$ cat src/rtl/lsu_ctrl.sv
// -----------------------------------------------------------------------------
// lsu_ctrl : load/store controller between the execute stage and the
// data-memory bus. Accepts one load or store per handshake, issues a single
// word-aligned bus request with byte enables, waits for the bus response and
// returns an extended load result (or a store ack) together with an error flag.
//
// Parameters
//   TIMEOUT        cycles waited for bus_resp_valid before aborting (>= 1)
//
// Ports
//   clk, rst_n     clock (rising edge), asynchronous active-low reset
//   req_valid      in   CPU request present
//   req_ready      out  high only while idle
//   MemRd, MemWr   in   load / store select (exactly one must be set)
//   MemOp          in   000 lb, 001 lh, 010 lw, 100 lbu, 101 lhu
//   addr, wdata    in   byte address, right-aligned store data
//   resp_valid     out  one-cycle completion pulse
//   rdata, err     out  load result / error flag, non-zero only with resp_valid
//   bus_req_*      out  bus request channel (addr, wen, wdata, wmask)
//   bus_req_ready  in   bus accepts request
//   bus_resp_valid in   read data valid / write ack
//   bus_rdata      in   aligned read word
//   dbg_state      out  current FSM state (0 IDLE, 1 REQ, 2 WAIT, 3 RESP)
//
// Handshake: a transfer happens on a rising edge where valid && ready; once
// bus_req_valid rises it stays high with all bus_* fields frozen until
// bus_req_ready is seen.
// -----------------------------------------------------------------------------
module lsu_ctrl #(
    parameter int TIMEOUT = 255
) (
    input  logic        clk,
    input  logic        rst_n,
    input  logic        req_valid,
    output logic        req_ready,
    input  logic        MemRd,
    input  logic        MemWr,
    input  logic [2:0]  MemOp,
    input  logic [31:0] addr,
    input  logic [31:0] wdata,
    output logic        resp_valid,
    output logic [31:0] rdata,
    output logic        err,
    output logic        bus_req_valid,
    input  logic        bus_req_ready,
    output logic [31:0] bus_addr,
    output logic        bus_wen,
    output logic [31:0] bus_wdata,
    output logic [3:0]  bus_wmask,
    input  logic        bus_resp_valid,
    input  logic [31:0] bus_rdata,
    output logic [1:0]  dbg_state
);

    typedef enum logic [1:0] {
        S_IDLE = 2'd0,
        S_REQ  = 2'd1,
        S_WAIT = 2'd2,
        S_RESP = 2'd3
    } state_t;

    localparam int             CW       = $clog2(TIMEOUT + 1);
    localparam logic [CW-1:0]  CNT_LAST = CW'(TIMEOUT - 1);

    state_t         r_state;
    state_t         w_state_nxt;
    logic [31:0]    r_addr;
    logic [31:0]    r_wdata;
    logic [2:0]     r_op;
    logic           r_wr;
    logic [31:0]    r_rdata;
    logic           r_err;
    logic [CW-1:0]  r_cnt;

    logic [CW-1:0]  w_cnt_nxt;
    logic [31:0]    w_rdata_nxt;
    logic           w_err_nxt;
    logic           w_illegal;
    logic           w_accept;
    logic           w_in_req;
    logic [1:0]     w_off;
    logic [31:0]    w_lane_data;
    logic [3:0]     w_lane_mask;
    logic [31:0]    w_rshift;
    logic [31:0]    w_load;

    // -------------------------------------------------------------------------
    // Request legality, evaluated on the live inputs at acceptance.
    // -------------------------------------------------------------------------
    always_comb begin
        w_illegal = 1'b0;
        if (MemRd == MemWr)
            w_illegal = 1'b1;
        case (MemOp)
            3'b000, 3'b100: ;
            3'b001, 3'b101: if (addr[1:0] == 2'b11) w_illegal = 1'b1;
            3'b010:         if (addr[1:0] != 2'b00) w_illegal = 1'b1;
            default:        w_illegal = 1'b1;
        endcase
        // Unsigned variants are meaningless for stores.
        if (MemWr && MemOp[2])
            w_illegal = 1'b1;
    end

    assign w_accept = (r_state == S_IDLE) && req_valid;
    assign w_in_req = (r_state == S_REQ);
    assign w_off    = r_addr[1:0];

    // -------------------------------------------------------------------------
    // Store lane placement from the latched request. Only legal stores
    // (op 000/001/010) ever reach REQ, so op[1:0] selects the width.
    // -------------------------------------------------------------------------
    always_comb begin
        w_lane_data = '0;
        w_lane_mask = '0;
        case (r_op[1:0])
            2'b00: begin
                w_lane_data = {24'b0, r_wdata[7:0]} << {w_off, 3'b000};
                w_lane_mask = 4'b0001 << w_off;
            end
            2'b01: begin
                w_lane_data = {16'b0, r_wdata[15:0]} << {w_off, 3'b000};
                w_lane_mask = 4'b0011 << w_off;
            end
            default: begin
                w_lane_data = r_wdata;
                w_lane_mask = 4'b1111;
            end
        endcase
    end

    // -------------------------------------------------------------------------
    // Load extraction: shift the addressed lane down to bit 0, then extend.
    // -------------------------------------------------------------------------
    assign w_rshift = bus_rdata >> {w_off, 3'b000};

    always_comb begin
        w_load = '0;
        case (r_op)
            3'b000:  w_load = {{24{w_rshift[7]}},  w_rshift[7:0]};
            3'b100:  w_load = {24'b0,              w_rshift[7:0]};
            3'b001:  w_load = {{16{w_rshift[15]}}, w_rshift[15:0]};
            3'b101:  w_load = {16'b0,              w_rshift[15:0]};
            default: w_load = bus_rdata;
        endcase
    end

    // -------------------------------------------------------------------------
    // FSM next state. rdata/err next values default to 0 so the registered
    // outputs are non-zero only during the single RESP cycle.
    // -------------------------------------------------------------------------
    always_comb begin
        w_state_nxt = r_state;
        w_cnt_nxt   = r_cnt;
        w_rdata_nxt = '0;
        w_err_nxt   = 1'b0;
        case (r_state)
            S_IDLE: begin
                if (req_valid) begin
                    if (w_illegal) begin
                        w_state_nxt = S_RESP;
                        w_err_nxt   = 1'b1;
                    end else begin
                        w_state_nxt = S_REQ;
                    end
                end
            end
            S_REQ: begin
                if (bus_req_ready) begin
                    w_state_nxt = S_WAIT;
                    w_cnt_nxt   = '0;
                end
            end
            S_WAIT: begin
                // A response in the final waiting cycle still wins over timeout.
                if (bus_resp_valid) begin
                    w_state_nxt = S_RESP;
                    w_rdata_nxt = r_wr ? 32'h0 : w_load;
                    w_cnt_nxt   = '0;
                end else if (r_cnt == CNT_LAST) begin
                    w_state_nxt = S_RESP;
                    w_err_nxt   = 1'b1;
                    w_cnt_nxt   = '0;
                end else begin
                    w_cnt_nxt   = r_cnt + CW'(1);
                end
            end
            S_RESP: begin
                w_state_nxt = S_IDLE;
            end
            default: begin
                w_state_nxt = S_IDLE;
            end
        endcase
    end

    // -------------------------------------------------------------------------
    // State and datapath registers
    // -------------------------------------------------------------------------
    always_ff @(posedge clk or negedge rst_n) begin
        if (!rst_n) begin
            r_state <= S_IDLE;
            r_cnt   <= '0;
            r_rdata <= '0;
            r_err   <= 1'b0;
        end else begin
            r_state <= w_state_nxt;
            r_cnt   <= w_cnt_nxt;
            r_rdata <= w_rdata_nxt;
            r_err   <= w_err_nxt;
        end
    end

    always_ff @(posedge clk or negedge rst_n) begin
        if (!rst_n) begin
            r_addr  <= '0;
            r_wdata <= '0;
            r_op    <= '0;
            r_wr    <= 1'b0;
        end else if (w_accept) begin
            r_addr  <= addr;
            r_wdata <= wdata;
            r_op    <= MemOp;
            r_wr    <= MemWr;
        end
    end

    // -------------------------------------------------------------------------
    // Outputs. Bus fields are forced to 0 outside REQ so the bus sees a quiet
    // channel; bus_req_valid is a pure state decode, so an asynchronous reset
    // drops it immediately.
    // -------------------------------------------------------------------------
    assign req_ready     = (r_state == S_IDLE);
    assign resp_valid    = (r_state == S_RESP);
    assign rdata         = r_rdata;
    assign err           = r_err;
    assign bus_req_valid = w_in_req;
    assign bus_addr      = w_in_req ? {r_addr[31:2], 2'b00} : 32'h0;
    assign bus_wen       = w_in_req & r_wr;
    assign bus_wdata     = (w_in_req && r_wr) ? w_lane_data : 32'h0;
    assign bus_wmask     = (w_in_req && r_wr) ? w_lane_mask : 4'h0;
    assign dbg_state     = r_state;

endmodule

$ cat config.mk
export PLATFORM = sky130hd
export DESIGN_NAME = lsu_ctrl
export DESIGN_NICKNAME = d
export VERILOG_FILES = /design/src/rtl/lsu_ctrl.sv
export SDC_FILE = /design/constraint.sdc
export NUM_CORES = 1
export LEC_CHECK = 0
export ABC_AREA = 1
export BUFFER_PORTS_ARGS = -buffer_cell sky130_fd_sc_hd__buf_2
export CORE_ASPECT_RATIO = 1.5
export CORE_MARGIN = 4
export CORE_UTILIZATION = 50
export DETAILED_ROUTE_END_ITERATION = 12
export PLACE_DENSITY = 0.86
export SLEW_MARGIN = 20
export SYNTH_ARGS = -nofsm -noshare
export SYNTH_HDL_FRONTEND = slang
export SYNTH_SLANG_ARGS = --single-unit
$ cat constraint.sdc
create_clock -name clk -period 1.9 [get_ports clk]
set_input_delay 0.285 -clock clk [delete_from_list [all_inputs] [get_ports clk]]
set_output_delay 0.285 -clock clk [all_outputs]
set_load 0.05 [all_outputs]
# Yosys cells after proc, flatten, opt, wreduce, memory -nomap -nowiden
# Cells that the tools add are included.
dict set report word_totals {
  ff_bits 111
  output_inout_bits 107
  elab_cells 74
}
dict set report op_classes {
  add_sub_neg 1
  n_eq_ne 17
  n_shift 5
  n_mux 29
  bitwise 1
  reduce_logical 13
}
# op n
set ops {}
lappend ops {{$mux 32} 5}
lappend ops {{$pmux 32 s4} 1}
lappend ops {{$pmux 32 s2} 1}
lappend ops {{$shl 16x5->32} 1}
lappend ops {{$shl 8x5->32} 1}
lappend ops {{$shr 32x5->16} 1}
lappend ops {{$mux 8} 3}
lappend ops {{$pmux 8 s2} 1}
lappend ops {{$eq 3x3->1 const B} 4}
lappend ops {{$mux 2} 5}
lappend ops {{$add 8x1->8 const B} 1}
lappend ops {{$eq 8x8->1 const B} 1}
lappend ops {{$mux 1} 8}
lappend ops {{$pmux 2 s4} 1}
lappend ops {{$pmux 4 s2} 1}
lappend ops {{$eq 2x2->1 const B} 3}
lappend ops {{$eq 3x1->1 const B} 2}
lappend ops {{$logic_not 3->1} 2}
lappend ops {{$eq 2x1->1 const B} 2}
lappend ops {{$logic_not 2->1} 2}
lappend ops {{$mux 4} 1}
lappend ops {{$ne 2x2->1 const B} 2}
lappend ops {{$reduce_bool 2->1} 2}
lappend ops {{$reduce_or 2->1} 2}
lappend ops {{11 further kinds} 13}

# Longest topological paths before layout
# Gate-level depths: netlist of run 1.
dict set report logic_depth {
  depth_word 8
  depth_mapped 10
  depth_no_buf 9
}

# Worst setup path after synthesis of run 1
# OpenSTA, ideal clock, no wires.
dict set report synth_timing {
  path_type {register to output}
  start {register r_state[0] (netlist: dbg_state[0])}
  end {output bus_wmask[3]}
  arrival_time_ns 3.035
  t_required_ns 1.615
  setup_slack_ns -1.420
  stages_incl_launch_ff 8
  cell_sequence {dfrtp_1 ha_1 buf_2 nand2_1 buf_2 inv_1 o21ai_0 a21oi_1}
}
dict set report synth_between {
  elab_chain_cells 3
}
# element line_no
set synth_rtl {}
lappend synth_rtl {{start: declaration} 65} ;# state_t r_state;
lappend synth_rtl {{start signal: assignment} 207} ;# r_state <= w_state_nxt;
lappend synth_rtl {{$eq 2x1->1} 106} ;# assign w_in_req = (r_state == S_REQ);
lappend synth_rtl {{net bus_req_valid} 44} ;# output logic bus_req_valid,
lappend synth_rtl {{$logic_and 1x1->1} 241} ;# assign bus_wmask = (w_in_req && r_wr) ? w_lane_mask : 4'h0;
lappend synth_rtl {{$mux 4} 241}
lappend synth_rtl {{end: declaration} 49} ;# output logic [3:0] bus_wmask,
# The timed path passes the listed nets, and every way through them passes these cells.

# Worst setup path in the final report of run 1
dict set report layout_timing {
  start {register r_op[1]}
  end {output bus_wdata[29]}
}
dict set report layout_between {
  elab_chain_cells 3
}
# element line_no
set layout_rtl {}
lappend layout_rtl {{start: declaration} 69} ;# logic [2:0] r_op;
lappend layout_rtl {{start signal: assignment} 223} ;# r_op <= MemOp;
lappend layout_rtl {{$eq 2x1->1 / $logic_not 2->1 (equally long branches)} 116} ;# case (r_op[1:0])
lappend layout_rtl {{$pmux 32 s2 *} 116}
lappend layout_rtl {{$mux 32 *} 240} ;# assign bus_wdata = (w_in_req && r_wr) ? w_lane_data : 32'h0;
lappend layout_rtl {{end: declaration} 48} ;# output logic [31:0] bus_wdata,
# Every way passes the cells marked *; elsewhere a longest branch is shown, timed or not.

==> reports/results.tsv, run 1 <==
metric	value	unit
status	finished, violations left	
failing checks	setup timing	
most frequent cell after synthesis	nand2_1	
die width	96.68	µm
Top Layer Used	met5	
Yosys warnings	0	
Root Driver	clkbuf_16	
via count	6386	
HP Class	in2reg	
register area share after synthesis	47.09	%
number of buffers added on ports	210	
critical path class	reg2out	
critical-path maximum fanout	4	
finished layout cell area	9039	µm²
Critical Path AT	1900	ps
P_leak	4.398	nW
Netlist cell types	32	
endpoints failing hold	0	
area grow syn2layout	53.25	%
Crit. End Element	output port	
vias per cell	5.764	
max-slew violations	0	
CTS buffer count	9	
Mapped Area	5898	µm²
Overall Global Routing Usage	30.37	%
met3 wire length	2278	µm
Mapped Cells	716	
Core Box Area	11530	µm²
Critical Path RT	1620	ps
Rel. slew slack	65.91	%
final worst clock skew	7.018	ps
largest net degree at the start of global routing	56	
pwr dens	1722	nW/µm²
Yosys reg bits	111	
met1 WL	7698	µm
Reg clk slew, reported paths	90	ps
worst slew pin tran	509.1	ps
Fmax	458.0	MHz
die height	141.0	µm
list of most frequent post-synthesis cells	152 x nand2_1, 111 x dfrtp_1, 94 x inv_1	
post-synth top area cell	dfrtp_1	
IO Count	213	
row count	48	
routed len/inst	21.20	µm
final setup TNS	-5674	ps
Peak VDD IR	0.001352	V
type of origin of the critical path	register	
fraction of layout cells with a size suffix above 1	49.63	%
Final nets	1062	
number of antenna violations at the first check in global routing	4	
vias in the first global route	6393	
Final setup viols	50	
most common flop cell mapped by yosys	dfrtp_1	
area of placed instances	7829	µm²
TritonCTS Sinks	111	
post-route ant nets	0	
post-DP HPWL	14200	µm
met2 routed WL	11940	µm
first-pass GRT wire length	32810	µm
unrepaired setup endpoints after global routing	yes	
Initial Util	51.15	%
PnR worst setup slack	-283.4	ps
clk_lat worst skew	360	ps
htree depth	3	
maximum clock path buffer count	2	
top-area cell type share of the netlist area	47.09	%
number of flops mapped to enable cells by yosys	0	
TritonRoute pass-1 iters	5	
starting DRC count in detailed routing	514	
Tcrit/Tclk final	114.9	%
die area	13630	µm²
ranking of synthesized cells by area	dfrtp_1 47%, mux2_2 10%, nand2_1 9.7%	
residual DRC count	0	
Async SR Flop Fraction	100.0	%
syn_area_per_cell	8.238	µm²
Final min period	2183	ps
Total Wirelength	23490	µm
max cap viols	0	
CTS tree	done	
GP Congestion	0.8845	
Congestion Overflow GR	0	
[layer usage]
layer,vias to the layer above,track usage [%]
li1,2748,-
met1,3048,32.83
met2,460,54.91
met3,128,7.574
met4,2,15.01
met5,-,0
[cell usage in the layout (no fill, tap or decap), drive strengths merged, types with 6 or more instances in the layout]
master      n
a21oi      55
mux2       54
ha          6
buf       259
inv        74
clkinv      6
nand3      29
dfrtp     111
nor2       71
a31oi       8
clkbuf      9
nand2     164
a211oi      7
o211ai      8
o21ai      51
clkinvlp   31
[report_power, final]
part | total, mW | switching (mW) | internal, mW
Sequential | 4.06 | 0.797 | 3.26
Combinational | 9.41 | 6.14 | 3.28
Clock | 2.09 | 1.02 | 1.07
Total | 15.6 | 7.95 | 7.61
[registers in the layout (all words and copies together), names as in the netlist]
signal,cells
r_addr,32
dbg_state,2
r_wdata,32
r_op,3
rdata,32
err,1
r_cnt,8
r_wr,1
[critical path, stage by stage (launching register included)]
cell and delay (ps):
dfrtp_2 450, nor2_4 150, buf_6 140, nand2_1 100
nand2_2 90, o211ai_1 220, a21oi_4 210, buf_6 180
[cell families (layout without fill, tap and decap cells)]
| group | count (synthesis) | in the layout | share of synthesized area [%] |
|---|---|---|---|
| xor+xnor | 1 | 1 | 0.1485 |
| buf+inv | 144 | 381 | 10.10 |
| compound gates | 130 | 130 | 12.13 |
| other cells | 1 | 5 | 0.06358 |
| simple gates | 269 | 270 | 18.88 |
| fa+ha+maj | 6 | 6 | 1.273 |
| mux | 54 | 54 | 10.31 |
| flops | 111 | 111 | 47.09 |
[final timing paths]
kind	endpoint	depth (start not counted)	slack, ps	from
worst min register to register	r_addr[14]	1	520	r_addr[14]
worst min-delay path	r_addr[6]	2	150	addr[6]
min in group asynchronous	r_addr[9]	2	390	rst_n
max in group asynchronous	r_wdata[17]	3	880	rst_n
worst max-delay path	bus_wdata[29]	7	-280	r_op[1]
worst max register to register	r_cnt[5]	9	40	dbg_state[0]
[metrics by stage]
step / std cells / hold slack [ps] / power (mW) / utilization [%] / setup slack (ps)
after global routing: 1108 / 155.7 / 16.19 / 78.39 / -336.5
after global placement: 1071 / 221.3 / 11.44 / 67.89 / 56.94
after detailed placement: 1071 / 230.8 / 11.64 / 67.89 / -10.81
after floorplan: 717 / -10.59 / 9.456 / - / -349.5
after CTS: 1093 / 149.1 / 14.38 / 75.20 / -139.1
final: 1108 / 150.7 / 15.56 / 78.39 / -283.4
[final cells by class]
type                       instances  area (µm²)
multi-input combinational        463        3112
sequential                       111        2783
fill                             656        2492
timing repair buffer             260        2097
inverter                         104       516.7
clock buffer                       9       225.2
tap                              150       187.7
clock inverter                     7       105.1
antenna                            3       7.507
timing repair inverter             1       5.005
[timing repair]
item                       CTS  global route
hold buffers                 1             0
resized for setup          165            71
setup endpoints to repair   67            78
pin swaps                   14            23
gates cloned                 0             2
setup buffers                5            10
hold endpoints to repair    23             0
Power figures use the tool's default switching activity.
==> inputs of run 2 (changes only) <==
--- a/constraint.sdc
+++ b/constraint.sdc
@@ -3,2 +3,2 @@
 set_output_delay 0.285 -clock clk [all_outputs]
-set_load 0.05 [all_outputs]
+set_load 0.005 [all_outputs]
==> reports/results.tsv, run 2 (same netlist as run 1, synthesis figures left out) <==
metric	value	unit	change
status	finished, violations left		
failing checks	setup timing		
Reg clk slew, reported paths	80	ps	about the same
final worst clock skew	9.038	ps	+2.021 ps
fraction of layout cells with a size suffix above 1	41.97	%	-7.7 points
TritonCTS Sinks	111		unchanged
Fmax	513.4	MHz	+12%
post-route ant nets	0		unchanged
via count	5845		-8.5%
dpl cells	1067		-0.37%
Crit. End Element	output port		
Core Box Area	11530	µm²	unchanged
finished layout cell area	7935	µm²	-12%
Final nets	1060		-0.19%
CTS buffer count	9		unchanged
P_leak	4.515	nW	+2.7%
dpl ws	108.6	ps	+119.4 ps
Overall Global Routing Usage	24.93	%	-5.4 points
critical path class	reg2out		
die area	13630	µm²	unchanged
PnR worst setup slack	-47.85	ps	+235.5 ps
Peak VDD IR	0.0008389	V	-38%
number of antenna violations at the first check in global routing	1		-3
first-pass GRT wire length	27680	µm	-16%
critical-path maximum fanout	6		+2
Tcrit/Tclk final	102.5	%	-12 points
unrepaired setup endpoints after global routing	yes		
row count	48		unchanged
largest net degree at the start of global routing	53		-5.4%
vias in the first global route	5819		-9.0%
area of placed instances	7258	µm²	-7.3%
Congestion Overflow GR	0		unchanged
TritonRoute pass-1 iters	7		+2
die width	96.68	µm	unchanged
GP Congestion	0.9045		+2.3%
Total Wirelength	17530	µm	-25%
max cap viols	0		unchanged
Root Driver	clkbuf_16		
HP Class	in2reg		
max-slew violations	0		unchanged
final cell count without fillers	1104		-0.36%
Fin Hold WS	161.9	ps	+11.21 ps
commonest non-fill, non-tap cell in the layout	buf_2		
Final min period	1948	ps	-235.5 ps
die height	141.0	µm	unchanged
maximum clock path buffer count	2		unchanged
residual DRC count	0		unchanged
clk_lat worst skew	350	ps	about the same
commonest non-fill, non-tap cells in the layout	209 x buf_2, 144 x nand2_1, 107 x dfrtp_1, 92 x inv_1, 61 x nor2_1		
post-DP HPWL	12530	µm	-12%
type of origin of the critical path	register		
starting DRC count in detailed routing	425		-17%
IO Count	213		unchanged
Critical Path RT	1620	ps	about the same
number of buffers added on ports	210		unchanged
htree depth	3		unchanged
Final setup viols	12		-76%
routed len/inst	15.88	µm	-25%
area grow syn2layout	34.54	%	
vias per cell	5.294		-8.1%
final setup TNS	-283.6	ps	+5390 ps
pwr dens	1460	nW/µm²	-15%
Initial Util	51.15	%	unchanged
CTS tree	done		
endpoints failing hold	0		unchanged
Critical Path AT	1660	ps	-240 ps
-- run 2: final cells by class --
cell class	instances	area, µm²
multi-input combinational	462	2696
inverter	104	397.9
timing repair buffer	260	1585
sequential	111	2783
clock inverter	6	43.79
tap	150	187.7
antenna	1	2.502
fill	922	3596
clock buffer	10	239.0
-- run 2: path summary, 6_finish.rpt --
kind | startpoint | endpoint | slack, ps | depth (start not counted)
hold / removal | addr[18] | r_addr[18] | 160 | 2
min in group asynchronous | rst_n | r_wdata[17] | 390 | 2
max in group asynchronous | rst_n | dbg_state[0] | 910 | 3
setup reg to reg | dbg_state[1] | r_cnt[5] | 150 | 9
hold reg to reg | r_addr[16] | r_addr[16] | 510 | 1
setup / recovery | r_op[1] | bus_wdata[27] | -50 | 7
-- run 2: report_power, final --
group	internal [mW]	total, mW	switching (mW)
registers	3.26	3.86	0.597
clock network	0.932	1.81	0.879
logic	2.62	5.92	3.30
total	6.81	11.6	4.78
-- run 2: critical path, stage by stage (launching register included) --
cell	delay, ps
dfrtp_2	440
nor2_4	150
buf_6	140
nand2_2	70
nand2_1	100
o211ai_1	140
a21oi_1	150
buf_2	130
-- run 2: stage by stage --
stage,total power [mW],utilization (%)
final,11.59,68.82
after floorplan,7.036,-
after CTS,11.08,66.84
after global routing,12.41,68.82
after detailed placement,8.911,62.94
after global placement,8.750,62.94
-- run 2: layer usage --
metal  GRT usage, %  vias to the layer above  share of wire (%)
met3          4.653                       50                7.3
li1               -                     2739                  -
met5              0                        -                  0
met2          44.21                      306                 53
met1          29.13                     2750                 36
met4          11.39                        0                3.8
-- run 2: what timing repair did --
item                       CTS  global route
hold endpoints to repair    21             0
setup endpoints to repair   66            63
hold buffers                 1             0
pin swaps                    8            13
setup buffers                6            10
gates resized for setup     34            45
cloned                       1             2
